===== config.mk =====
export PLATFORM = sky130hd
export DESIGN_NAME = mem_arbiter
export DESIGN_NICKNAME = d
export VERILOG_FILES = /design/src/rtl/mem_arbiter.sv
export SDC_FILE = /design/constraint.sdc
export NUM_CORES = 1
export LEC_CHECK = 0
export BUFFER_PORTS_ARGS = -buffer_cell sky130_fd_sc_hd__buf_2
export CELL_PAD_IN_SITES_DETAIL_PLACEMENT = 1
export CELL_PAD_IN_SITES_GLOBAL_PLACEMENT = 2
export CORE_ASPECT_RATIO = 1.2
export CORE_MARGIN = 8
export CORE_UTILIZATION = 18
export CTS_BUF_LIST = sky130_fd_sc_hd__clkbuf_8
export CTS_CLUSTER_DIAMETER = 60
export DETAILED_ROUTE_END_ITERATION = 8
export PLACE_DENSITY = 0.87
export SYNTH_ARGS = -nofsm -noshare
export SYNTH_HDL_FRONTEND = slang
export SYNTH_SLANG_ARGS = --single-unit

===== constraint.sdc =====
create_clock -name clk -period 4.3 [get_ports clk]
set_input_delay 0.43 -clock clk [delete_from_list [all_inputs] [get_ports clk]]
set_output_delay 0.43 -clock clk [all_outputs]
set_load 0.02 [all_outputs]

===== src/rtl/mem_arbiter.sv =====
// Two-requester round-robin memory arbiter with byte/half/word lane steering.
// One access per cycle; responses return one cycle after grant, in grant order.
module mem_arbiter #(
    parameter int unsigned MEM_WORDS = 32768,
    parameter int unsigned AW        = 15
) (
    input  logic          clk,
    input  logic          rst,

    input  logic          r0_req,
    input  logic          r0_we,
    input  logic [31:0]   r0_addr,
    input  logic [1:0]    r0_size,
    input  logic          r0_unsigned,
    input  logic [31:0]   r0_wdata,
    output logic          r0_gnt,
    output logic          r0_rvalid,
    output logic          r0_err,
    output logic [31:0]   r0_rdata,

    input  logic          r1_req,
    input  logic          r1_we,
    input  logic [31:0]   r1_addr,
    input  logic [1:0]    r1_size,
    input  logic          r1_unsigned,
    input  logic [31:0]   r1_wdata,
    output logic          r1_gnt,
    output logic          r1_rvalid,
    output logic          r1_err,
    output logic [31:0]   r1_rdata,

    output logic          mem_en,
    output logic [3:0]    mem_be,
    output logic [AW-1:0] mem_addr,
    output logic [31:0]   mem_wdata,
    input  logic [31:0]   mem_rdata
);

    localparam logic [32:0] ByteLimit = 33'(MEM_WORDS) << 2;

    typedef struct packed {
        logic       valid;
        logic       owner;
        logic       we;
        logic [1:0] size;
        logic       uns;
        logic [1:0] off;
        logic       err;
    } resp_t;

    function automatic logic access_err(input logic [31:0] addr, input logic [1:0] size);
        logic e;
        e = 1'b0;
        case (size)
            2'd0:    e = 1'b0;
            2'd1:    e = addr[0];
            2'd2:    e = |addr[1:0];
            default: e = 1'b1;
        endcase
        if ({1'b0, addr} >= ByteLimit) begin
            e = 1'b1;
        end
        return e;
    endfunction

    function automatic logic [3:0] store_strobe(input logic [1:0] off, input logic [1:0] size);
        logic [3:0] be;
        case (size)
            2'd0:    be = 4'b0001 << off;
            2'd1:    be = 4'b0011 << off;
            default: be = 4'b1111;
        endcase
        return be;
    endfunction

    function automatic logic [31:0] store_lanes(input logic [31:0] wd, input logic [1:0] size);
        logic [31:0] d;
        case (size)
            2'd0:    d = {4{wd[7:0]}};
            2'd1:    d = {2{wd[15:0]}};
            default: d = wd;
        endcase
        return d;
    endfunction

    function automatic logic [31:0] load_extend(input logic [31:0] lane, input logic [1:0] size,
                                                input logic uns);
        logic [31:0] d;
        case (size)
            2'd0:    d = uns ? {24'd0, lane[7:0]} : {{24{lane[7]}}, lane[7:0]};
            2'd1:    d = uns ? {16'd0, lane[15:0]} : {{16{lane[15]}}, lane[15:0]};
            default: d = lane;
        endcase
        return d;
    endfunction

    // last_gnt_q: 0 = r0 granted most recently, 1 = r1.
    logic        last_gnt_q, last_gnt_d;
    resp_t       resp_q, resp_d;

    logic        gnt0, gnt1, any_gnt;
    logic        sel_we, sel_uns, sel_err, issue;
    logic [31:0] sel_addr, sel_wdata;
    logic [1:0]  sel_size;
    logic [31:0] rd_lane, resp_data;

    always_comb begin
        gnt0 = 1'b0;
        gnt1 = 1'b0;
        if (!rst) begin
            if (r0_req && (!r1_req || last_gnt_q)) begin
                gnt0 = 1'b1;
            end else if (r1_req) begin
                gnt1 = 1'b1;
            end
        end
    end

    assign any_gnt = gnt0 | gnt1;
    assign r0_gnt  = gnt0;
    assign r1_gnt  = gnt1;

    always_comb begin
        sel_we    = gnt1 ? r1_we       : r0_we;
        sel_uns   = gnt1 ? r1_unsigned : r0_unsigned;
        sel_addr  = gnt1 ? r1_addr     : r0_addr;
        sel_size  = gnt1 ? r1_size     : r0_size;
        sel_wdata = gnt1 ? r1_wdata    : r0_wdata;
        sel_err   = access_err(sel_addr, sel_size);
        issue     = any_gnt && !sel_err;
    end

    always_comb begin
        mem_en    = issue;
        mem_addr  = issue ? sel_addr[AW+1:2] : '0;
        mem_be    = (issue && sel_we) ? store_strobe(sel_addr[1:0], sel_size) : 4'b0000;
        mem_wdata = (issue && sel_we) ? store_lanes(sel_wdata, sel_size) : 32'd0;
    end

    always_comb begin
        last_gnt_d   = any_gnt ? gnt1 : last_gnt_q;
        resp_d       = '0;
        resp_d.valid = any_gnt;
        resp_d.owner = gnt1;
        resp_d.we    = sel_we;
        resp_d.size  = sel_size;
        resp_d.uns   = sel_uns;
        resp_d.off   = sel_addr[1:0];
        resp_d.err   = sel_err;
    end

    always_ff @(posedge clk or posedge rst) begin
        if (rst) begin
            last_gnt_q <= 1'b1;
            resp_q     <= '0;
        end else begin
            last_gnt_q <= last_gnt_d;
            resp_q     <= resp_d;
        end
    end

    // Stores and rejected accesses answer with zero data.
    always_comb begin
        rd_lane   = mem_rdata >> {resp_q.off, 3'b000};
        resp_data = (resp_q.err || resp_q.we) ? 32'd0
                                              : load_extend(rd_lane, resp_q.size, resp_q.uns);
        r0_rvalid = resp_q.valid && !resp_q.owner;
        r1_rvalid = resp_q.valid && resp_q.owner;
        r0_err    = r0_rvalid && resp_q.err;
        r1_err    = r1_rvalid && resp_q.err;
        r0_rdata  = r0_rvalid ? resp_data : 32'd0;
        r1_rdata  = r1_rvalid ? resp_data : 32'd0;
    end

endmodule


==> impl_metrics.xml <==
<?xml version="1.0" encoding="UTF-8"?>
<metrics>
  <group name="synth">
    <metric name="synth_area_leader_cell" unit="">sky130_fd_sc_hd__mux2i_1</metric>
    <metric name="synthXorXnorAreaFrac" unit="%">0</metric>
    <metric name="synth-compound-area-share" unit="%">27.5</metric>
    <metric name="synth.ff_latch_count" unit="">10</metric>
    <metric name="avgSynthCellArea" unit="um^2">6.46</metric>
    <metric name="post_synth_and_or_nand_nor_area_fraction" unit="%">37.3</metric>
    <metric name="ys_warn_count" unit="">0</metric>
    <metric name="yosys.area_share.adder" unit="%">0</metric>
    <metric name="most_used_standard_cell_by_instance_count_after_synthesis" unit="">sky130_fd_sc_hd__nand2_1</metric>
    <metric name="number_of_enable_type_register_cells_in_the_synthesized_netlist" unit="">0</metric>
    <metric name="synthesis.nets" unit="">641</metric>
    <metric name="synth_top_family_by_area" unit="">simple AND/OR/NAND/NOR gates</metric>
    <metric name="synth.area.top_cells" unit="">sky130_fd_sc_hd__mux2i_1 (13%), sky130_fd_sc_hd__nand2_1 (11%), sky130_fd_sc_hd__a311oi_2 (7.9%), sky130_fd_sc_hd__dfrtp_1 (7.4%), sky130_fd_sc_hd__a21oi_1 (7.3%)</metric>
    <metric name="synth-main-ff-cell" unit="">sky130_fd_sc_hd__dfrtp_1</metric>
    <metric name="synth.cells.most_frequent" unit="">sky130_fd_sc_hd__nand2_1 (88), sky130_fd_sc_hd__nor2_1 (46), sky130_fd_sc_hd__a21oi_1 (44)</metric>
    <metric name="synthesized_cell_area" unit="um^2">3030</metric>
    <metric name="synth-async-reset-ratio" unit="%">100</metric>
    <metric name="synth_cells" unit="">469</metric>
    <metric name="yosys.area.top_type_share" unit="%">12.6</metric>
    <metric name="synth.area.mux_share" unit="%">18.9</metric>
    <metric name="synth-seq-area-share" unit="%">8.31</metric>
    <metric name="synth_cell_types" unit="">39</metric>
  </group>
  <group name="worst_setup_path">
    <metric name="required" unit="ns">3.87</metric>
    <metric name="rr_worst_depth" unit="">4</metric>
    <metric name="criticalPathCategory" unit="">register to primary output</metric>
    <metric name="regToRegEndpoint" unit="">resp_q[5]$_DFF_PP0_</metric>
    <metric name="ff_to_ff_start" unit="">last_gnt_q$_DFFE_PP1P_</metric>
    <metric name="r2r_setup_slack" unit="ns">2.32</metric>
    <metric name="critPathLaunchType" unit="">register</metric>
    <metric name="crit_fanout" unit="">48</metric>
    <metric name="crit_path_end_kind" unit="">primary output</metric>
    <metric name="crit_arrival" unit="ns">2.91</metric>
  </group>
  <group name="final_layout">
    <metric name="synthToLayoutAreaGrowth" unit="%">54.1</metric>
    <metric name="n_fill_cell" unit="">2225</metric>
    <metric name="final_cell_count_no_fill" unit="">951</metric>
    <metric name="share_of_cells_above_drive_strength_1" unit="%">47.5</metric>
    <metric name="antennaDiodeCount" unit="">0</metric>
    <metric name="fin_util" unit="%">28.0</metric>
    <metric name="layout.cell_area.non_filler" unit="um^2">4670</metric>
    <metric name="final_nets" unit="">908</metric>
  </group>
  <group name="cts">
    <metric name="clock_tree.root_cell" unit="">sky130_fd_sc_hd__clkbuf_8</metric>
    <metric name="postCtsSetupBuffers" unit="">0</metric>
    <metric name="cts_tree" unit="">done</metric>
    <metric name="cts-root-to-sink-buffers" unit="">2</metric>
    <metric name="cts_hold_buffers" unit="">0</metric>
    <metric name="numCtsBuffers" unit="">3</metric>
    <metric name="postCtsResizedCells" unit="">0</metric>
    <metric name="cts_max_level" unit="">1</metric>
    <metric name="clock_insertion_delay_worst_skew" unit="ns">0.23</metric>
    <metric name="cts.reportedPaths.clkPinSlew" unit="ns">0.05</metric>
    <metric name="clkSinkCount" unit="">10</metric>
  </group>
  <group name="sta">
    <metric name="final_max_slew_viol_count" unit="">0</metric>
    <metric name="fmaxAchievable" unit="MHz">300</metric>
    <metric name="final_critical_path_setup_slack" unit="ns">0.965</metric>
    <metric name="tightestPinTransition" unit="ns">1.01</metric>
    <metric name="relSlewSlack" unit="%">32.3</metric>
    <metric name="setup_total_negative_slack" unit="ns">0</metric>
    <metric name="rsz0062_at_grt" unit="">no</metric>
    <metric name="finClkSkew" unit="ns">0.00334</metric>
    <metric name="period_needed" unit="ns">3.34</metric>
    <metric name="report.final.setup_viol" unit="">0</metric>
    <metric name="share_of_the_clock_period_used_by_the_worst_path" unit="%">77.6</metric>
    <metric name="timing_hold_violations_final" unit="">0</metric>
  </group>
  <group name="placed_design">
    <metric name="placed_cells" unit="">947</metric>
    <metric name="detail_placement_hpwl" unit="mm">16.0</metric>
    <metric name="placement.setup.worst_slack" unit="ns">1.12</metric>
    <metric name="placed_area" unit="um^2">4620</metric>
    <metric name="gp_congestion" unit="">0.876</metric>
    <metric name="io_buffers" unit="">293</metric>
  </group>
  <group name="floorplan">
    <metric name="floorplan.core_area" unit="um^2">16700</metric>
    <metric name="floorplan.initialDensity" unit="%">18.2</metric>
    <metric name="rows" unit="">52</metric>
    <metric name="die_w" unit="um">134</metric>
    <metric name="design.die.area" unit="um^2">21200</metric>
    <metric name="ios" unit="">294</metric>
    <metric name="vertical_die_dimension" unit="um">158</metric>
  </group>
  <group name="power_and_ir_drop">
    <metric name="peakVddDrop" unit="mV">0.0574</metric>
    <metric name="cellInternalPower" unit="uW">312</metric>
    <metric name="p_per_area" unit="nW/um^2">125</metric>
    <metric name="share_clk_of_total_power" unit="%">17.0</metric>
    <metric name="switching_fraction" unit="%">46.3</metric>
    <metric name="pwr-share-comb" unit="%">62.8</metric>
    <metric name="leakagePower" unit="uW">0.00256</metric>
    <metric name="p_switching" unit="uW">270</metric>
    <metric name="p_seq_share" unit="%">20.1</metric>
  </group>
  <group name="global_route">
    <metric name="grt_start_max_net_pins" unit="">49</metric>
    <metric name="first_global_vias" unit="">4932</metric>
    <metric name="grt_overflow" unit="">0</metric>
    <metric name="antenna_found_initial" unit="">1</metric>
    <metric name="grt_pass1_wl" unit="mm">27.6</metric>
    <metric name="grt.total_usage" unit="%">16.4</metric>
  </group>
  <group name="detailed_routing">
    <metric name="drtAntennaViolNets" unit="">0</metric>
    <metric name="remaining_drc_errors" unit="">0</metric>
    <metric name="route.detailed.wl_per_inst" unit="um">19.5</metric>
    <metric name="detailedRoute.firstIterationViolations" unit="">108</metric>
    <metric name="detailedRoute.firstPassIterationCount" unit="">4</metric>
    <metric name="avgViaCountPerCell" unit="">4.75</metric>
    <metric name="routed-via-count" unit="">4522</metric>
    <metric name="routed_wl" unit="mm">18.6</metric>
  </group>
  <group name="outcome">
    <metric name="status" unit="">finished clean</metric>
  </group>
  <group name="job">
    <metric name="drv_cap" unit="">0</metric>
  </group>
  <group name="hold_path">
    <metric name="hp-class" unit="">input pin to asynchronous set/reset pin</metric>
  </group>
</metrics>
critical path, stage by stage (launching register included):
cell and delay, ns:
sky130_fd_sc_hd__dfstp_2 0.55, sky130_fd_sc_hd__nand2_1 0.10, sky130_fd_sc_hd__nand2_2 0.09, sky130_fd_sc_hd__buf_4 0.45, sky130_fd_sc_hd__nor3_4 0.12, sky130_fd_sc_hd__o211ai_4 0.66, sky130_fd_sc_hd__buf_4 0.39, sky130_fd_sc_hd__a311oi_2 0.06
sky130_fd_sc_hd__buf_2 0.22
state kept, by name, indices dropped and copies added (netlist names):
name / cells
last_gnt_q: 1
resp_q: 9
placed cells by master, fill, tap and decap left out, types with 2 or more instances in the layout:
| cell type | Yosys | routed |
|---|---|---|
| sky130_fd_sc_hd__nor3_4 | 2 | 2 |
| sky130_fd_sc_hd__inv_1 | 8 | 9 |
| sky130_fd_sc_hd__nor3_2 | 2 | 2 |
| sky130_fd_sc_hd__buf_4 | 2 | 8 |
| sky130_fd_sc_hd__nand2b_1 | 5 | 5 |
| sky130_fd_sc_hd__mux2i_1 | 38 | 38 |
| sky130_fd_sc_hd__nor2_2 | 2 | 2 |
| sky130_fd_sc_hd__nor3_1 | 30 | 30 |
| sky130_fd_sc_hd__a21oi_1 | 44 | 44 |
| sky130_fd_sc_hd__clkbuf_8 | 0 | 3 |
| sky130_fd_sc_hd__a31oi_1 | 2 | 2 |
| sky130_fd_sc_hd__nor3b_1 | 2 | 2 |
| sky130_fd_sc_hd__nand3b_1 | 2 | 2 |
| sky130_fd_sc_hd__nor4_1 | 6 | 6 |
| sky130_fd_sc_hd__and2_1 | 16 | 16 |
| sky130_fd_sc_hd__mux2_2 | 17 | 17 |
| sky130_fd_sc_hd__or3_1 | 2 | 2 |
| sky130_fd_sc_hd__nand2_1 | 88 | 88 |
| sky130_fd_sc_hd__a21boi_0 | 8 | 8 |
| sky130_fd_sc_hd__nor2b_1 | 10 | 10 |
| sky130_fd_sc_hd__nor2_1 | 46 | 46 |
| sky130_fd_sc_hd__o21ai_0 | 36 | 36 |
| sky130_fd_sc_hd__and3_1 | 16 | 16 |
| sky130_fd_sc_hd__buf_2 | 16 | 293 |
| sky130_fd_sc_hd__o211ai_1 | 11 | 11 |
| sky130_fd_sc_hd__dfrtp_1 | 9 | 9 |
| sky130_fd_sc_hd__a311oi_2 | 16 | 16 |
| sky130_fd_sc_hd__nand3_1 | 3 | 3 |
worst max path at each step:
stage	start	end	slack (ns)	depth (start not counted)
after floorplan	r1_addr[30]	mem_wdata[25]	1.94	6
after global placement	rst	mem_be[3]	1.13	9
after CTS	last_gnt_q$_DFFE_PP1P_	mem_wdata[10]	0.94	8
final	last_gnt_q$_DFFE_PP1P_	mem_wdata[9]	0.96	8
after global routing	last_gnt_q$_DFFE_PP1P_	mem_wdata[10]	0.74	8
after detailed placement	r1_req	mem_wdata[10]	1.12	9
cell type report:
type | count | area (um^2) | area share [%]
multi-input combinational | 410 | 2530 | 54.3
timing repair buffer | 301 | 1530 | 32.7
tap | 216 | 270 | 5.79
sequential | 10 | 251 | 5.39
clock buffer | 3 | 41.3 | 0.885
inverter | 10 | 37.5 | 0.805
clock inverter | 1 | 3.75 | 0.0805
through the flow:
step	hold slack [ns]	total power [uW]
2_1_floorplan	0.277	331
3_3_place_gp	0.500	485
3_5_place_dp	0.494	489
4_1_cts	0.242	593
5_1_grt	0.264	630
6_report	0.225	582
power by group through the flow:
stage	Combinational (uW)	Sequential, uW	Clock, uW
global placement	366	119	0
finish	366	117	99.1
global route	405	119	107
floorplan	222	109	0
detailed placement	370	119	0
CTS	371	117	104
kinds of logic (layout without fill, tap and decap cells):
family	count (synthesis)	count (layout)
AND/OR/NAND/NOR	235	235
AO/OA/AOI/OAI	120	120
multiplexers	55	55
buffers and inverters	49	315
flip-flops	10	10
metal layers:
| metal | share of wire (%) | wire [um] | GRT usage [%] |
|---|---|---|---|
| met1 | 40 | 7420 | 17.8 |
| met2 | 49 | 9110 | 30.0 |
| met3 | 8.7 | 1630 | 4.79 |
| met4 | 2.2 | 411 | 5.09 |
| met5 | 0.065 | 12 | 0 |
Power figures use the tool's default switching activity.
